$ cat src/rtl/matching_unit_pkg.sv
// matching_unit_pkg: shared option codes, token/request layouts and constructors for the matching unit.
package matching_unit_pkg;
   localparam int DEST_OPTION_WIDTH = 3;
   localparam int WORKER_RESULT_WIDTH = 67;
   localparam int PACKET_REQUEST_WIDTH = 99;
   localparam logic [DEST_OPTION_WIDTH-1:0] DEST_OPTION_NONE = 3'd0;
   localparam logic [DEST_OPTION_WIDTH-1:0] DEST_OPTION_LEFT = 3'd1;
   localparam logic [DEST_OPTION_WIDTH-1:0] DEST_OPTION_RIGHT = 3'd2;
   localparam logic [DEST_OPTION_WIDTH-1:0] DEST_OPTION_EXEC = 3'd3;
   typedef struct packed {
      logic [DEST_OPTION_WIDTH-1:0] option;
      logic [15:0] dest_addr;
      logic [15:0] color;
      logic [31:0] data;
   } worker_result_t;
   // side: 0 = LEFT operand, 1 = RIGHT operand; key is {dest_addr, color}
   typedef struct packed {
      logic side;
      logic [31:0] key;
      logic [31:0] data;
   } entry_t;
   localparam int ENTRY_W = $bits(entry_t);
   function automatic logic [WORKER_RESULT_WIDTH-1:0] make_worker_result(
      input logic [DEST_OPTION_WIDTH-1:0] option, input logic [15:0] dest_addr,
      input logic [15:0] color, input logic [31:0] data);
      return {option, dest_addr, color, data};
   endfunction
   function automatic logic [PACKET_REQUEST_WIDTH-1:0] make_packet_request(
      input logic [DEST_OPTION_WIDTH-1:0] option, input logic [15:0] dest_addr,
      input logic [15:0] color, input logic [31:0] data1, input logic [31:0] data2);
      return {option, dest_addr, color, data1, data2};
   endfunction
endpackage

$ cat src/rtl/matching_unit_table.sv
// match_table: waiting operand storage with parallel key compare and lowest-index hit/free encoders.
module match_table
   import matching_unit_pkg::*;
#(
   parameter int ENTRIES = 8,
   parameter int CNT_W = $clog2(ENTRIES + 1)
) (
   input  logic               CLK,
   input  logic               RST,
   input  logic               side,
   input  logic [31:0]        key,
   output logic               hit,
   output logic [31:0]        hit_data,
   output logic               free,
   input  logic               wr_en,
   input  logic [ENTRY_W-1:0] wr_entry,
   input  logic               clr_en,
   output logic [CNT_W-1:0]   occupancy
);
   localparam int IDX_W = $clog2(ENTRIES);
   entry_t ent [ENTRIES];
   logic [ENTRIES-1:0] valid;
   logic [IDX_W-1:0] hit_idx, free_idx;
   // scanning downward leaves the lowest matching / free index in place
   always_comb begin
      hit = 1'b0;
      hit_idx = '0;
      free = 1'b0;
      free_idx = '0;
      for (int i = ENTRIES - 1; i >= 0; i--) begin
         if (valid[i] && ent[i].key == key && ent[i].side != side) begin
            hit = 1'b1;
            hit_idx = IDX_W'(i);
         end
         if (!valid[i]) begin
            free = 1'b1;
            free_idx = IDX_W'(i);
         end
      end
   end
   assign hit_data = ent[hit_idx].data;
   always_ff @(posedge CLK) begin
      if (!RST) begin
         valid <= '0;
         occupancy <= '0;
      end else begin
         if (wr_en) valid[free_idx] <= 1'b1;
         if (clr_en) valid[hit_idx] <= 1'b0;
         occupancy <= occupancy + CNT_W'(wr_en) - CNT_W'(clr_en);
      end
   end
   always_ff @(posedge CLK) if (wr_en) ent[free_idx] <= entry_t'(wr_entry);
endmodule

$ cat src/rtl/matching_unit.sv
// matching_unit: pairs LEFT/RIGHT operand tokens by {dest_addr,color} and emits EXEC packet requests.
module matching_unit
   import matching_unit_pkg::*;
#(
   parameter int ENTRIES = 8,
   localparam int CNT_W = $clog2(ENTRIES + 1)
) (
   input  logic                            CLK,
   input  logic                            RST,
   input  logic                            RECEIVE_WR_VALID,
   input  logic [WORKER_RESULT_WIDTH-1:0]  RECEIVE_WR_DATA,
   output logic                            RECEIVE_WR_READY,
   output logic                            SEND_PR_VALID,
   output logic [PACKET_REQUEST_WIDTH-1:0] SEND_PR_DATA,
   input  logic                            SEND_PR_READY,
   output logic [CNT_W-1:0]                OCCUPANCY,
   output logic                            ERROR_OVERFLOW,
   output logic                            ERROR_OPTION
);
   localparam logic [1:0] S_IDLE = 2'd0, S_LOOKUP = 2'd1, S_EMIT = 2'd2;
   logic [1:0] state, state_nx;
   worker_result_t in_reg;
   logic is_left, is_right, bad, lookup, hit, free, wr_en, clr_en;
   logic [31:0] hit_data;
   assign is_left = in_reg.option == DEST_OPTION_LEFT;
   assign is_right = in_reg.option == DEST_OPTION_RIGHT;
   assign bad = !(is_left || is_right);
   assign lookup = state == S_LOOKUP;
   assign wr_en = lookup && !bad && !hit && free;
   assign clr_en = lookup && !bad && hit;
   assign RECEIVE_WR_READY = RST && state == S_IDLE;
   assign SEND_PR_VALID = state == S_EMIT;
   always_comb
      state_nx = (state == S_IDLE) ? (RECEIVE_WR_VALID ? S_LOOKUP : S_IDLE)
               : lookup ? (clr_en ? S_EMIT : S_IDLE)
               : (state == S_EMIT && !SEND_PR_READY) ? S_EMIT : S_IDLE;
   match_table #(.ENTRIES(ENTRIES), .CNT_W(CNT_W)) table_i (
      .CLK(CLK),
      .RST(RST),
      .side(is_right),
      .key({in_reg.dest_addr, in_reg.color}),
      .hit(hit),
      .hit_data(hit_data),
      .free(free),
      .wr_en(wr_en),
      .wr_entry({is_right, in_reg.dest_addr, in_reg.color, in_reg.data}),
      .clr_en(clr_en),
      .occupancy(OCCUPANCY)
   );
   always_ff @(posedge CLK) begin
      if (!RST) begin
         state <= S_IDLE;
         in_reg <= '0;
         SEND_PR_DATA <= '0;
         ERROR_OVERFLOW <= 1'b0;
         ERROR_OPTION <= 1'b0;
      end else begin
         state <= state_nx;
         if (RECEIVE_WR_VALID && RECEIVE_WR_READY) in_reg <= RECEIVE_WR_DATA;
         // data1 is always the LEFT operand whichever side arrived first
         if (clr_en)
            SEND_PR_DATA <= make_packet_request(DEST_OPTION_EXEC, in_reg.dest_addr, in_reg.color,
                                                is_left ? in_reg.data : hit_data,
                                                is_left ? hit_data : in_reg.data);
         if (lookup && bad) ERROR_OPTION <= 1'b1;
         if (lookup && !bad && !hit && !free) ERROR_OVERFLOW <= 1'b1;
      end
   end
endmodule

$ cat config.mk
export PLATFORM = sky130hd
export DESIGN_NAME = matching_unit
export DESIGN_NICKNAME = d
export VERILOG_FILES = /design/src/rtl/matching_unit_pkg.sv /design/src/rtl/matching_unit_table.sv /design/src/rtl/matching_unit.sv
export SDC_FILE = /design/constraint.sdc
export NUM_CORES = 1
export LEC_CHECK = 0
export CAP_MARGIN = 10
export CORE_MARGIN = 2
export CORE_UTILIZATION = 35
export DETAILED_ROUTE_END_ITERATION = 7
export SKIP_LAST_GASP = 1
export SLEW_MARGIN = 20
export SYNTH_ARGS = -nofsm -noshare
export SYNTH_HDL_FRONTEND = slang
export SYNTH_SLANG_ARGS = --single-unit
$ cat constraint.sdc
create_clock -name CLK -period 11.2 [get_ports CLK]
set_input_delay 3.36 -clock CLK [delete_from_list [all_inputs] [get_ports CLK]]
set_output_delay 3.36 -clock CLK [all_outputs]
set_load 0.02 [all_outputs]
==> reports/metrics.cfg, run 1 <==
[drt]
vias=18988
antenna_left=0
drt_first_iter_violations=1678
first_pass_iters=5
drc=0
wl_um=77600
wl_per_cell_um=21.6
vias_per_cell=5.29

[worst_setup_path]
cp_max_fo=47
r2r_setup_slack_ns=6.19
worstSetupStartpoint=RST
critPathKind=primary input to primary output
crit_required_ns=7.84
reg2reg_depth=11
r2r-end=SEND_PR_DATA[6]
crit_arrival_ns=5.13
startpoint_type=primary input
endpoint_kind=primary output
r2r-start=in_reg[44]

[grt]
antenna_found_initial=1
grt_max_degree=195
overflow=0
grt_pass1_vias=19105
grt_pass1_wl_um=117000
grtUsageTotal_pct=18.0

[synthesis]
synth-seq-cells=700
yosys_warnings=0
ys.flop_type=edfxtp_1
syn_area_um2=28900
postSynthCellCount=2294
synth_cell_types=57
syn_avg_cell_area_um2=12.6
async_reset_ff_share_pct=0
yosysSeqAreaShare_pct=66.4
synth_edf_count=520
syn_nets=2369

[finish]
n_antenna_cell=0
largest_reg_flops=520
nets=2535
syn_to_final_growth_pct=18.7
instances_no_fill=3592
mostFrequentLayoutCells=edfxtp_1 (520), nand2_1 (239), xnor2_1 (223)
drive_above_1_share_pct=7.73
multi_input_area_um2=9110
nFillCells=7502
final_common_cell=edfxtp_1
ff_latch_area_um2=19200
fin_util_pct=41.9

[min_path]
hold_end=in_reg[40]
hold_depth=2
hold_class=flip-flop to flip-flop
hold_start=in_reg[40]

[sta]
finalSetupTns_ns=0
maxSlewHeadroom_pct=27.2
finalHoldViolCount=0
final-setup-viol-count=0
fin_skew_ns=0.0310
finalCritPeriodShare_pct=75.8
fmax_mhz=118
worst_slew_pin_slew_ns=1.09
min_period_ns=8.49
slew_violations=0
rsz0062_at_grt=false

[floorplan]
rows=105
die_h_um=292
num_io_pins=178
initial_core_util_pct=35.3
dieWidth_um=292
dieArea_um2=85000
coreArea_um2=82000

[run_status]
status=completed

[power_and_ir_drop]
leakagePower_nw=11.3
pwr-share-seq_pct=51.5
pwr-share-comb_pct=5.4
p_switching_mw=1.23
internal-power_mw=4.31
clockPowerShare_pct=43.1
swShare_pct=22.3
power_density_nw_per_um2=161
vdd_ir_drop_max_mv=0.0854

[cts]
hold_buffers=0
post_cts.repair.setup_buffers=0
cts_resized=0
clock-sinks=700
htree_levels=3
path_clk_slew_ns=0.06
cts_root_buf=clkbuf_16
clk_latency_ns=0.62
clk_path_buf_depth=3
tritoncts=yes
cts_buffers=76

[placed_design]
dpl.cell_count=3450
portBuffers=176
place.gp.congestion=0.863
place.detailed.hpwl_um=45100

[flow_run]
drv_cap=0

logic make-up (layout without fill, tap and decap cells):
group	after synthesis	in the layout	synth area share [%]
flops	700	700	66.4
mux	91	91	3.15
fa+ha+maj	4	4	0.199
xor+xnor	259	259	7.84
compound gates	209	209	4.35
simple gates	866	866	15.6
other cells	1	1	0.0130
buf+inv	164	392	2.45
final cells by class:
class                           instances  area share, %
Clock buffer                          114           6.38
Tap cell                             1070           3.90
Timing Repair Buffer                  232           6.46
Sequential cell                       700           55.9
Clock inverter                         26          0.583
Multi-Input combinational cell       1430           26.5
Inverter                               20          0.219
cell usage after synthesis, types with 4 or more instances:
master | instances | share of area, %
clkbuf_1 | 100 | 1.3
a21oi_1 | 15 | 0.26
nand3b_1 | 65 | 1.7
buf_1 | 5 | 0.065
xor2_1 | 36 | 1.1
nand2b_1 | 11 | 0.24
dfxtp_1 | 180 | 12
nand4_1 | 80 | 1.7
inv_1 | 20 | 0.26
or3_1 | 4 | 0.086
nor3_1 | 45 | 0.78
nand3_1 | 91 | 1.6
buf_4 | 10 | 0.26
o31ai_1 | 5 | 0.13
nor2b_1 | 34 | 0.73
nor3b_1 | 31 | 0.80
o221a_2 | 4 | 0.16
o2111ai_1 | 32 | 0.97
buf_2 | 26 | 0.45
nor4_1 | 105 | 2.3
nand4b_1 | 8 | 0.24
edfxtp_1 | 520 | 54
xnor2_1 | 223 | 6.7
nor4b_1 | 4 | 0.12
o21ai_0 | 135 | 2.3
nor2_1 | 125 | 1.6
nand2_1 | 240 | 3.1
and2_1 | 6 | 0.13
mux2i_1 | 91 | 3.1
worst max-delay path: stages:
cell and delay, ns:
buf_4 0.36, inv_2 0.05, buf_4 0.34, nor3_1 0.33, clkdlybuf4s50_1 0.68
through the flow:
stage	worst slack, ns	hold slack (ns)	power, mW	cell area, um2
CTS	2.66	0.462	5.60	34300
global placement	2.68	0.450	3.20	31900
floorplan	3.72	0.444	3.07	28900
finish	2.71	0.459	5.55	34400
global route	2.59	0.499	5.74	34400
detailed placement	2.66	0.455	3.21	31900
power groups by stage:
| stage | Sequential (mW) | Clock, mW | Combinational, mW |
|---|---|---|---|
| 2_1_floorplan | 2.91 | 0 | 0.166 |
| 3_3_place_gp | 2.91 | 0 | 0.294 |
| 3_5_place_dp | 2.91 | 0 | 0.297 |
| 4_1_cts | 2.86 | 2.44 | 0.299 |
| 5_1_grt | 2.86 | 2.56 | 0.323 |
| 6_report | 2.86 | 2.39 | 0.298 |
layer usage:
metal	GRT usage, %	vias up	wire, um
li1	-	8754	-
met1	24.8	9571	35400
met2	29.1	555	36000
met3	2.99	108	4370
met4	5.39	0	1780
met5	0	-	0
worst max path at each step:
stage / endpoint / slack, ns / cells past startpoint
finish: RECEIVE_WR_READY / 2.71 / 5
global route: RECEIVE_WR_READY / 2.59 / 5
CTS: RECEIVE_WR_READY / 2.66 / 5
detailed placement: RECEIVE_WR_READY / 2.66 / 5
global placement: RECEIVE_WR_READY / 2.68 / 5
floorplan: RECEIVE_WR_READY / 3.72 / 3
(Power assumes the default switching activity.)
==> inputs of run 2 (changes only) <==
==> constraint.sdc (replaced) <==
create_clock -name CLK -period 8.34 [get_ports CLK]
set_input_delay 2.502 -clock CLK [delete_from_list [all_inputs] [get_ports CLK]]
set_output_delay 2.502 -clock CLK [all_outputs]
set_load 0.02 [all_outputs]
==> reports/metrics.cfg, run 2 (synthesis results as in run 1) <==
[run_status]
status=completed

[floorplan]
num_io_pins=178  ; unchanged
dieWidth_um=292  ; unchanged
die_h_um=292  ; unchanged
coreArea_um2=82000  ; unchanged
rows=105  ; unchanged
dieArea_um2=85000  ; unchanged
initial_core_util_pct=35.3  ; unchanged

[drt]
drt_first_iter_violations=1535  ; -8.5%
first_pass_iters=5  ; unchanged
drc=0  ; unchanged
antenna_left=0  ; unchanged
vias_per_cell=5.26  ; -0.56%
vias=18882  ; -0.56%
wl_per_cell_um=21.6  ; +0.26%
wl_um=77800  ; +0.26%

[worst_setup_path]
slowest_stage=clkdlybuf4s50_1
cp_max_fo=45  ; -4.3%
startpoint_type=primary input
critPathKind=primary input to primary output
worstSetupStartpoint=RST
endpoint_kind=primary output
r2r-start=in_reg[33]
crit_arrival_ns=3.87  ; -1.26 ns
worstPathCellList=buf_4 > inv_2 > nor3_1 > clkdlybuf4s50_1
critical-path-max-stage-delay_ns=0.66  ; -0.02 ns
crit_required_ns=5.84  ; -2.00 ns

[placed_design]
dp_slack_ns=1.94  ; -0.720 ns
dpl.cell_count=3449  ; -0.029%
portBuffers=176  ; unchanged
place.gp.congestion=0.830  ; -3.8%
place.detailed.hpwl_um=45400  ; +0.64%

[sta]
worst_slew_pin_slew_ns=1.09  ; +0.00337 ns
worst_slack_ns=1.97  ; -0.736 ns
fmax_mhz=157
final-setup-viol-count=0  ; unchanged
finalSetupTns_ns=0  ; unchanged
rsz0062_at_grt=false
min_period_ns=6.37
fin_skew_ns=0.0384  ; +0.00741 ns
finalHoldViolCount=0  ; unchanged
maxSlewHeadroom_pct=26.8  ; -0.48 points
finalCritPeriodShare_pct=76.4
slew_violations=0  ; unchanged

[cts]
hold_buffers=0  ; unchanged
tritoncts=yes
cts_resized=0  ; unchanged
clk_path_buf_depth=3  ; unchanged
clock-sinks=700  ; unchanged
path_clk_slew_ns=0.05  ; about the same
clk_latency_ns=0.64  ; +0.02 ns
cts_root_buf=clkbuf_16
htree_levels=3  ; unchanged
post_cts.repair.setup_buffers=0  ; unchanged
cts_buffers=76  ; unchanged

[grt]
antenna_found_initial=0  ; -1
overflow=0  ; unchanged
grt_max_degree=195  ; unchanged
grtUsageTotal_pct=18.1  ; +0.10 points
grt_pass1_vias=18975  ; -0.68%
grt_pass1_wl_um=117000  ; +0.20%

[power_and_ir_drop]
power_density_nw_per_um2=218  ; +35%
leakagePower_nw=11.3  ; about the same
vdd_ir_drop_max_mv=0.137  ; +60%

[finish]
mostFrequentLayoutCells=edfxtp_1 (520), nand2_1 (239), xnor2_1 (223)
syn_to_final_growth_pct=18.7  ; about the same
largest_reg_flops=520  ; unchanged
instances_no_fill=3592  ; unchanged
nets=2534  ; -0.039%
drive_above_1_share_pct=7.69  ; -0.040 points
final_common_cell=edfxtp_1
n_antenna_cell=0  ; unchanged

[min_path]
hold_class=flip-flop to flip-flop
hold_start=in_reg[32]

[flow_run]
drv_cap=0  ; unchanged

-- run 2: metal layers --
layer | vias to the layer above | GRT usage (%) | wire length, um
met5 | - | 0 | 0
met1 | 9418 | 25.1 | 35600
li1 | 8755 | - | -
met2 | 576 | 28.6 | 35200
met3 | 133 | 2.88 | 4410
met4 | 0 | 6.51 | 2480
-- run 2: path summary, 6_finish.rpt --
| check | slack (ns) | to | depth (start not counted) |
|---|---|---|---|
| worst min register to register | 0.48 | in_reg[32] | 2 |
| worst max-delay path | 1.97 | RECEIVE_WR_READY | 4 |
| worst min-delay path | 0.48 | in_reg[32] | 2 |
| worst max register to register | 3.16 | table_i.ent[7][18] | 10 |
-- run 2: power breakdown --
| group | internal [mW] | switching, mW |
|---|---|---|
| Sequential | 3.79 | 0.0534 |
| Combinational | 0.142 | 0.249 |
| Clock | 1.86 | 1.38 |
| Total | 5.79 | 1.69 |
-- run 2: metrics by stage --
| step | hold slack (ns) | power (mW) | utilization [%] | area [um2] |
|---|---|---|---|---|
| 3_5_place_dp | 0.468 | 4.31 | 38.9 | 31900 |
| 6_report | 0.478 | 7.48 | 41.9 | 34400 |
| 2_1_floorplan | 0.444 | 4.13 | - | 28900 |
| 4_1_cts | 0.480 | 7.54 | 41.8 | 34300 |
| 5_1_grt | 0.495 | 7.71 | 41.9 | 34400 |
| 3_3_place_gp | 0.459 | 4.30 | 38.9 | 31900 |
-- run 2: area by class of cell --
| cell class | count | area [um2] |
|---|---|---|
| clock buffer | 106 | 2080 |
| multi-input combinational | 1430 | 9110 |
| fill | 7558 | 47600 |
| timing repair buffer | 231 | 2220 |
| clock inverter | 35 | 314 |
| tap | 1070 | 1340 |
| sequential | 700 | 19200 |
| inverter | 20 | 75.1 |
-- run 2: critical path: cells and delay by family --
kind                   cells  cell delay, ns
AND/OR/NAND/NOR            1            0.24
buffers and inverters      3            1.11
